## src/rtl/qpsk_frame_rx.sv

```systemverilog
`default_nettype none
// ============================================================================
// Module      : qpsk_frame_rx
// Description : QPSK time-link deframer. It hunts for the header in the serial
//               bitstream, collects the 32-bit h/m/s/cs payload and verifies it.
//               Optional build macro: QPSK_RX_BCD_CHECK_EN adds BCD range checks.
// Revision    : 1.0 - initial release
// ============================================================================
module qpsk_frame_rx #(
    parameter logic [7:0]  HEADER   = 8'hcc,
    parameter int unsigned MISS_MAX = 3
) (
    input  logic        clk,
    input  logic        rst,
    input  logic        bit_i,
    input  logic        bit_vld,
    output logic [7:0]  h_o,
    output logic [7:0]  m_o,
    output logic [7:0]  s_o,
    output logic [39:0] frame_o,
    output logic        frame_vld,
    output logic        lock,
    output logic [15:0] err_cnt
);

    typedef enum logic [1:0] {
        ST_HUNT    = 2'd0,
        ST_PAYLOAD = 2'd1,
        ST_CHECK   = 2'd2
    } state_t;

    localparam logic [3:0] c_miss_max = 4'(MISS_MAX);

    state_t      r_state;
    state_t      w_state_next;
    logic [7:0]  r_hunt;
    logic [31:0] r_pay;
    logic [5:0]  r_cnt;
    logic [3:0]  r_miss;
    logic [39:0] r_frame;
    logic        r_frame_vld;
    logic        r_lock;
    logic [15:0] r_err;

    logic [7:0]  w_hunt_shift;
    logic [7:0]  w_sum;
    logic        w_fields_ok;
    logic        w_pass;
    logic [3:0]  w_miss_inc;

    assign w_hunt_shift = {r_hunt[6:0], bit_i};
    assign w_sum        = r_pay[31:24] + r_pay[23:16] + r_pay[15:8];

`ifdef QPSK_RX_BCD_CHECK_EN
    function automatic logic bcd_ok(input logic [7:0] v, input logic [7:0] lim);
        return (v[7:4] <= 4'd9) && (v[3:0] <= 4'd9) && (v <= lim);
    endfunction

    assign w_fields_ok = bcd_ok(r_pay[31:24], 8'h23) &&
                         bcd_ok(r_pay[23:16], 8'h59) &&
                         bcd_ok(r_pay[15:8],  8'h59);
`else
    assign w_fields_ok = 1'b1;
`endif

    assign w_pass     = (w_sum == r_pay[7:0]) && w_fields_ok;
    assign w_miss_inc = (r_miss >= c_miss_max) ? r_miss : r_miss + 4'd1;

    always_ff @(posedge clk) begin
        if (rst) begin
            r_state <= ST_HUNT;
        end else begin
            r_state <= w_state_next;
        end
    end

    always_comb begin
        w_state_next = r_state;
        case (r_state)
            ST_HUNT:    if (bit_vld && (w_hunt_shift == HEADER)) w_state_next = ST_PAYLOAD;
            ST_PAYLOAD: if (bit_vld && (r_cnt == 6'd31))         w_state_next = ST_CHECK;
            ST_CHECK:   w_state_next = ST_HUNT;
            default:    w_state_next = ST_HUNT;
        endcase
    end

    always_ff @(posedge clk) begin
        if (rst) begin
            r_hunt      <= '0;
            r_pay       <= '0;
            r_cnt       <= '0;
            r_miss      <= '0;
            r_frame     <= '0;
            r_frame_vld <= 1'b0;
            r_lock      <= 1'b0;
            r_err       <= '0;
        end else begin
            r_frame_vld <= 1'b0;
            case (r_state)
                ST_HUNT: begin
                    if (bit_vld) begin
                        r_hunt <= w_hunt_shift;
                        if (w_hunt_shift == HEADER) r_cnt <= '0;
                    end
                end
                ST_PAYLOAD: begin
                    if (bit_vld) begin
                        r_pay <= {r_pay[30:0], bit_i};
                        r_cnt <= r_cnt + 6'd1;
                    end
                end
                ST_CHECK: begin
                    // Any bit arriving here is intentionally dropped.
                    r_hunt <= '0;
                    if (w_pass) begin
                        r_frame     <= {HEADER, r_pay};
                        r_frame_vld <= 1'b1;
                        r_lock      <= 1'b1;
                        r_miss      <= '0;
                    end else begin
                        r_err  <= (r_err == 16'hFFFF) ? r_err : r_err + 16'd1;
                        r_miss <= w_miss_inc;
                        if (w_miss_inc >= c_miss_max) r_lock <= 1'b0;
                    end
                end
                default: ;
            endcase
        end
    end

    assign frame_o   = r_frame;
    assign h_o       = r_frame[31:24];
    assign m_o       = r_frame[23:16];
    assign s_o       = r_frame[15:8];
    assign frame_vld = r_frame_vld;
    assign lock      = r_lock;
    assign err_cnt   = r_err;

endmodule
`default_nettype wire

```

## config.mk

```make
export PLATFORM = sky130hd
export DESIGN_NAME = qpsk_frame_rx
export DESIGN_NICKNAME = d
export VERILOG_FILES = /design/src/rtl/qpsk_frame_rx.sv
export SDC_FILE = /design/constraint.sdc
export NUM_CORES = 1
export LEC_CHECK = 0
export ABC_AREA = 1
export BUFFER_PORTS_ARGS = -buffer_cell sky130_fd_sc_hd__buf_2
export CAP_MARGIN = 20
export CORE_ASPECT_RATIO = 1.1
export CORE_MARGIN = 5
export CORE_UTILIZATION = 35
export CTS_BUF_LIST = sky130_fd_sc_hd__clkbuf_4 sky130_fd_sc_hd__clkbuf_8 sky130_fd_sc_hd__clkbuf_16
export CTS_CLUSTER_DIAMETER = 80
export DETAILED_ROUTE_END_ITERATION = 6
export PLACE_DENSITY = 0.67
export SLEW_MARGIN = 20
export SYNTH_ARGS = -nofsm -noshare
export SYNTH_HDL_FRONTEND = slang
export SYNTH_SLANG_ARGS = --single-unit
```

## constraint.sdc

```tcl
create_clock -name clk -period 2.65 [get_ports clk]
set_input_delay 0.1325 -clock clk [delete_from_list [all_inputs] [get_ports clk]]
set_output_delay 0.1325 -clock clk [all_outputs]
set_load 0.01 [all_outputs]
```

== Yosys cells after proc, flatten, opt, wreduce, memory -nomap -nowiden ==
Cells that the tools add are included.
W data, S select, Z words.
Word-level totals
  register bits after elaboration: 102
  output and inout bits: 82
Cells by class
  magnitude comparators: 2
  bitwise operators: 3
  add/sub/neg operators: 5
  multiplexer cells: 14
  reductions and logical operators: 14
  equality and inequality tests: 11
Operators with widths (number)
  $mux W6: 3
  $add A16 B1 Y16 const B: 1
  $add A8 B8 Y8: 2
  $eq A16 B16 Y1 const B: 1
  $pmux W7 S2: 1
  $pmux W6 S2: 1
  $ne A2 B2 Y1 const B: 5
  $reduce_and A2 Y1: 5
  $eq A8 B8 Y1: 1
  $eq A8 B8 Y1 const B: 1
  $ge A4 B2 Y1 const B: 2
  $mux W4: 2
  $mux W7: 1
  $add A6 B1 Y6 const B: 1
  $eq A6 B5 Y1 const B: 1
  $reduce_bool A2 Y1: 3
  $add A4 B1 Y4 const B: 1
  $mux W2: 2
  $pmux W2 S2: 1
  $reduce_and A4 Y1: 1
  $mux W1: 3
  $not A1 Y1: 3
  $reduce_and A3 Y1: 1
  $eq A2 B1 Y1 const B: 1
  4 further kinds: 5

== Depth between registers and ports, before layout ==
  depth in word-level cells: 5
  gate-level depth with buffers: 16

== Worst setup path before layout ==
OpenSTA, ideal clock, no wires.
  path kind: register -> register
  from: register r_pay[9]
  to: register r_frame[21], in the netlist frame_o[21]
  arrival time: 2.565 ns
  setup time: 0.060 ns
  setup slack: 0.026 ns
  path buffers: 1
  clock period less this slack: 2.624 ns
  cell stages (with the launch flop): 14
  cell sequence: dfxtp_1 fa_1 ha_1 fa_1 xnor2_1 nand3_1 nor2_1 nand2_1 nor2_4 nand4_4 nor2_4 buf_6 nand2_1 nand2_1
On the way
  cells in the longest elaborated chain, start to end: 3
Ends and longest elaborated chain
  start: declaration: line 37  | logic [31:0] r_pay;
  start signal: assignment: line 108  | r_pay <= {r_pay[30:0], bit_i};
  $add A8 B8 Y8: line 52  | assign w_sum = r_pay[31:24] + r_pay[23:16] + r_pay[15:8];
  $eq A8 B8 Y1: line 66  | assign w_pass = (w_sum == r_pay[7:0]) && w_fields_ok;
  $reduce_and A2 Y1 (no source line)
  end signal: assignment: line 116  | r_frame <= {HEADER, r_pay};
  end: declaration: line 40  | logic [39:0] r_frame;
No other way between the ends.
A chain may end at the register's enable or synchronous reset.

== Worst setup path after layout ==
  from: register r_pay[9]
  to: register r_err[6], in the netlist err_cnt[6]
On the way
  cells in the longest elaborated chain, start to end: 4
Ends and longest elaborated chain
  $add A8 B8 Y8: line 52
  $eq A8 B8 Y1: line 66
  $not A1 Y1 (no source line)
  $reduce_and A3 Y1 (no source line)
  end signal: assignment: line 121  | r_err <= (r_err == 16'hFFFF) ? r_err : r_err + 16'd1;
  end: declaration: line 43  | logic [15:0] r_err;
No other way between the ends.

==> metrics.md <==
| Metric | Value |
|---|---|
| Status | finished with violations |
| Area grow syn2layout | 17.37% |
| Setup crit start kind | flip-flop |
| Min cycle time layout | 2754 ps |
| Maximum vdd drop | 0.2264 mV |
| Power Dens Cells | approximately 490 nW/µm² |
| Largest net degree at the start of global routing | 72 |
| CTS Sinks | 102 |
| Area contributors post-synth | dfxtp_1, nand2_1, nand3_1 |
| Worst-case clock buffer depth | 2 |
| Layout cells sized above 1 | between 10% and 20% |
| Port Buf Inserts | 81 |
| Core area | approximately 14000 µm² |
| Unrepaired setup endpoints after global routing | true |
| Die width | ~120 µm |
| First-pass GRT wire length | 17.68 mm |
| Slew @ Worst Pin | about 930 ps |
| Final setup TNS | -2776 ps |
| Via count | approximately 4200 |
| Total congestion overflow | 0 |
| Setup violations, final | 52 |
| DRC | 0 |
| Syn Std Cell Area | a little under 5000 µm² |
| Vias in the first global route | 3891 |
| Yosys reg bits | approximately 100 |
| Synth area leader | dfxtp_1 |
| Register area share after synthesis | 41.63% |
| Largest fanout on the critical path | 7 |
| Most frequent cells after synthesis | nand2_1, dfxtp_1, nor2_1, nand3_1, inv_1 |
| Worst Slack Setup Final | -104.3 ps |
| Hold Crit Class | in -> reg |
| Most frequent cell after synthesis | nand2_1 |
| Yosys cell types | 30 |
| Total power | 2.841 mW |
| Final wirelength | 10.74 mm |
| Final hold violation count | 0 |
| Placer Congestion | 0.7980 |
| Crit end category | flip-flop |
| H-tree depth | 3 |
| WL/cell | 11.81 µm |
| Diode count | 0 |
| Top FF cell, synth | dfxtp_1 |
| Fin nets | 739 |
| Root Buffer Master | clkbuf_16 |
| DP HPWL | 7.611 mm |
| Synth async-reset ratio | 0% |
| Relative slew slack | 38.07% |
| Die area | 16480 µm² |
| Skew-Pair Late Insertion Delay | 340 ps |
| Setup CP Type | reg -> reg |
| Number of synthesized flops with an enable pin | 0 |
| Syn avg cell area | about 7.5 µm² |
| Failing checks | setup timing |
| I/O pins | between 80 and 90 |
| Final worst-path cycle share | 103.9% |
| Initial Utilization | 35.56% |
| GRT Total Usage | 13.14% |
| Fin util | 41.73% |
| Pleak | 2.820 nW |
| Worst Skew | between 4 and 5 ps |
| Crit path required time | 2860 ps |
| Clk pin slew, worst setup/hold paths | approximately 60 ps |
| Std cell rows | 45 |
| Syn Inst Count | 652 |
| YS warnings | 0 |
| TritonCTS clock tree | done |
| Max Cap Viol | 0 |
| DR vias/cell | 4.635 |
| Worst Path Arrival | 2970 ps |
| ANT nets after route | 0 |
| CTS buffer count | 9 |
| Initial DRC Count | 215 |
| Antenna violations before repair | 0 |
| Number of detailed-route iterations in the first pass | 4 |
| Final Hold Slack | 78.19 ps |
| Fmax | 363.1 MHz |
| Die height | between 100 and 150 µm |
| Yosys top cell area share | a little over two fifths |
| Slew Viols, Final | 0 |
state kept, by name, summed over array words and instances, names as in the netlist:
| register | count |
|---|---|
| r_pay | 32 |
| frame_vld | 1 |
| r_hunt | 7 |
| r_cnt | 6 |
| r_state | 2 |
| err_cnt | 16 |
| lock | 1 |
| r_miss | 4 |
| frame_o | 33 |
report_power, final:
group	leakage (nW)	internal (mW)	switching (mW)
registers	0.822	1.53	0.000580
logic	1.86	0.0115	0.0365
clock network	0.137	0.716	0.542
total	2.82	2.26	0.579
routing by layer:
metal	vias up	global-route usage [%]	part of all wire [%]
met2	109	22.39	48
met5	-	0	0
met1	1899	16.44	45
met3	14	2.235	5.1
met4	0	5.103	1.7
li1	2191	-	-
stage by stage:
step / worst slack (ps) / area (µm²) / std cells
5_1_grt: -241.4 / 5757 / 909
6_report: -104.3 / 5757 / 909
2_1_floorplan: 25.64 / 4916 / 655
4_1_cts: -77.09 / 5707 / 907
3_5_place_dp: -85.40 / 5421 / 893
3_3_place_gp: -44.35 / 5421 / 893
cells in the final DEF, fill, tap and decap left out, types with 2 or more instances in the layout:
cell	count
a21oi_1	36
buf_12	3
buf_2	82
buf_4	21
buf_6	2
clkbuf_16	9
clkinv_2	3
conb_1	4
dfxtp_1	100
dfxtp_2	2
fa_1	7
ha_1	8
inv_1	47
inv_2	3
nand2_1	151
nand3_1	73
nand4_1	6
nor2_1	76
nor2_2	2
nor2_4	4
nor3_1	4
o21ai_0	37
o22ai_1	5
xnor2_1	11
xor2_1	10
repair_timing:
action	in CTS	in global routing
hold buffers	0	0
gates resized for setup	4	9
cloned	0	1
setup buffers	0	1
endpoints found under the setup margin	51	55
cell families after synthesis:
logic type / synth area share (%)
AO/OA/AOI/OAI: 8.265
XOR/XNOR: 4.388
flip-flops: 41.63
buffers and inverters: 11.25
AND/OR/NAND/NOR: 28.62
other: 0.07646
multiplexers: 0.2041
adder cells (fa/ha/maj): 5.561
critical path, stage by stage (launching register included):
cell and delay (ps):
dfxtp_2 330, fa_1 490, ha_2 210, fa_2 550, xnor2_2 110, nand3_1 80, nor2_1 90, nand2_1 90
nor2_4 120, buf_6 110, nand3_4 110, buf_4 190, nand3_1 60, a21oi_1 70
final timing paths:
kind | cells past startpoint | from | to | slack, ps
worst max-delay path | 13 | r_pay[9] | err_cnt[6] | -100
worst min-delay path | 3 | bit_i | r_pay[0] | 80
worst min register to register | 2 | r_miss[2] | r_miss[2] | 440
worst max register to register | 13 | r_pay[9] | err_cnt[6] | -100
layout make-up:
| class | instances | area (µm²) |
|---|---|---|
| flip-flops and latches | 102 | 2044 |
| repair buffers | 108 | 650.6 |
| fillers | 1402 | 8038 |
| well taps | 188 | 235.2 |
| multi-input cells | 446 | 2357 |
| clock buffers | 9 | 225.2 |
| clock inverters | 5 | 52.55 |
| inverters | 51 | 191.4 |
Note: power is estimated with default switching activity, not from simulation.
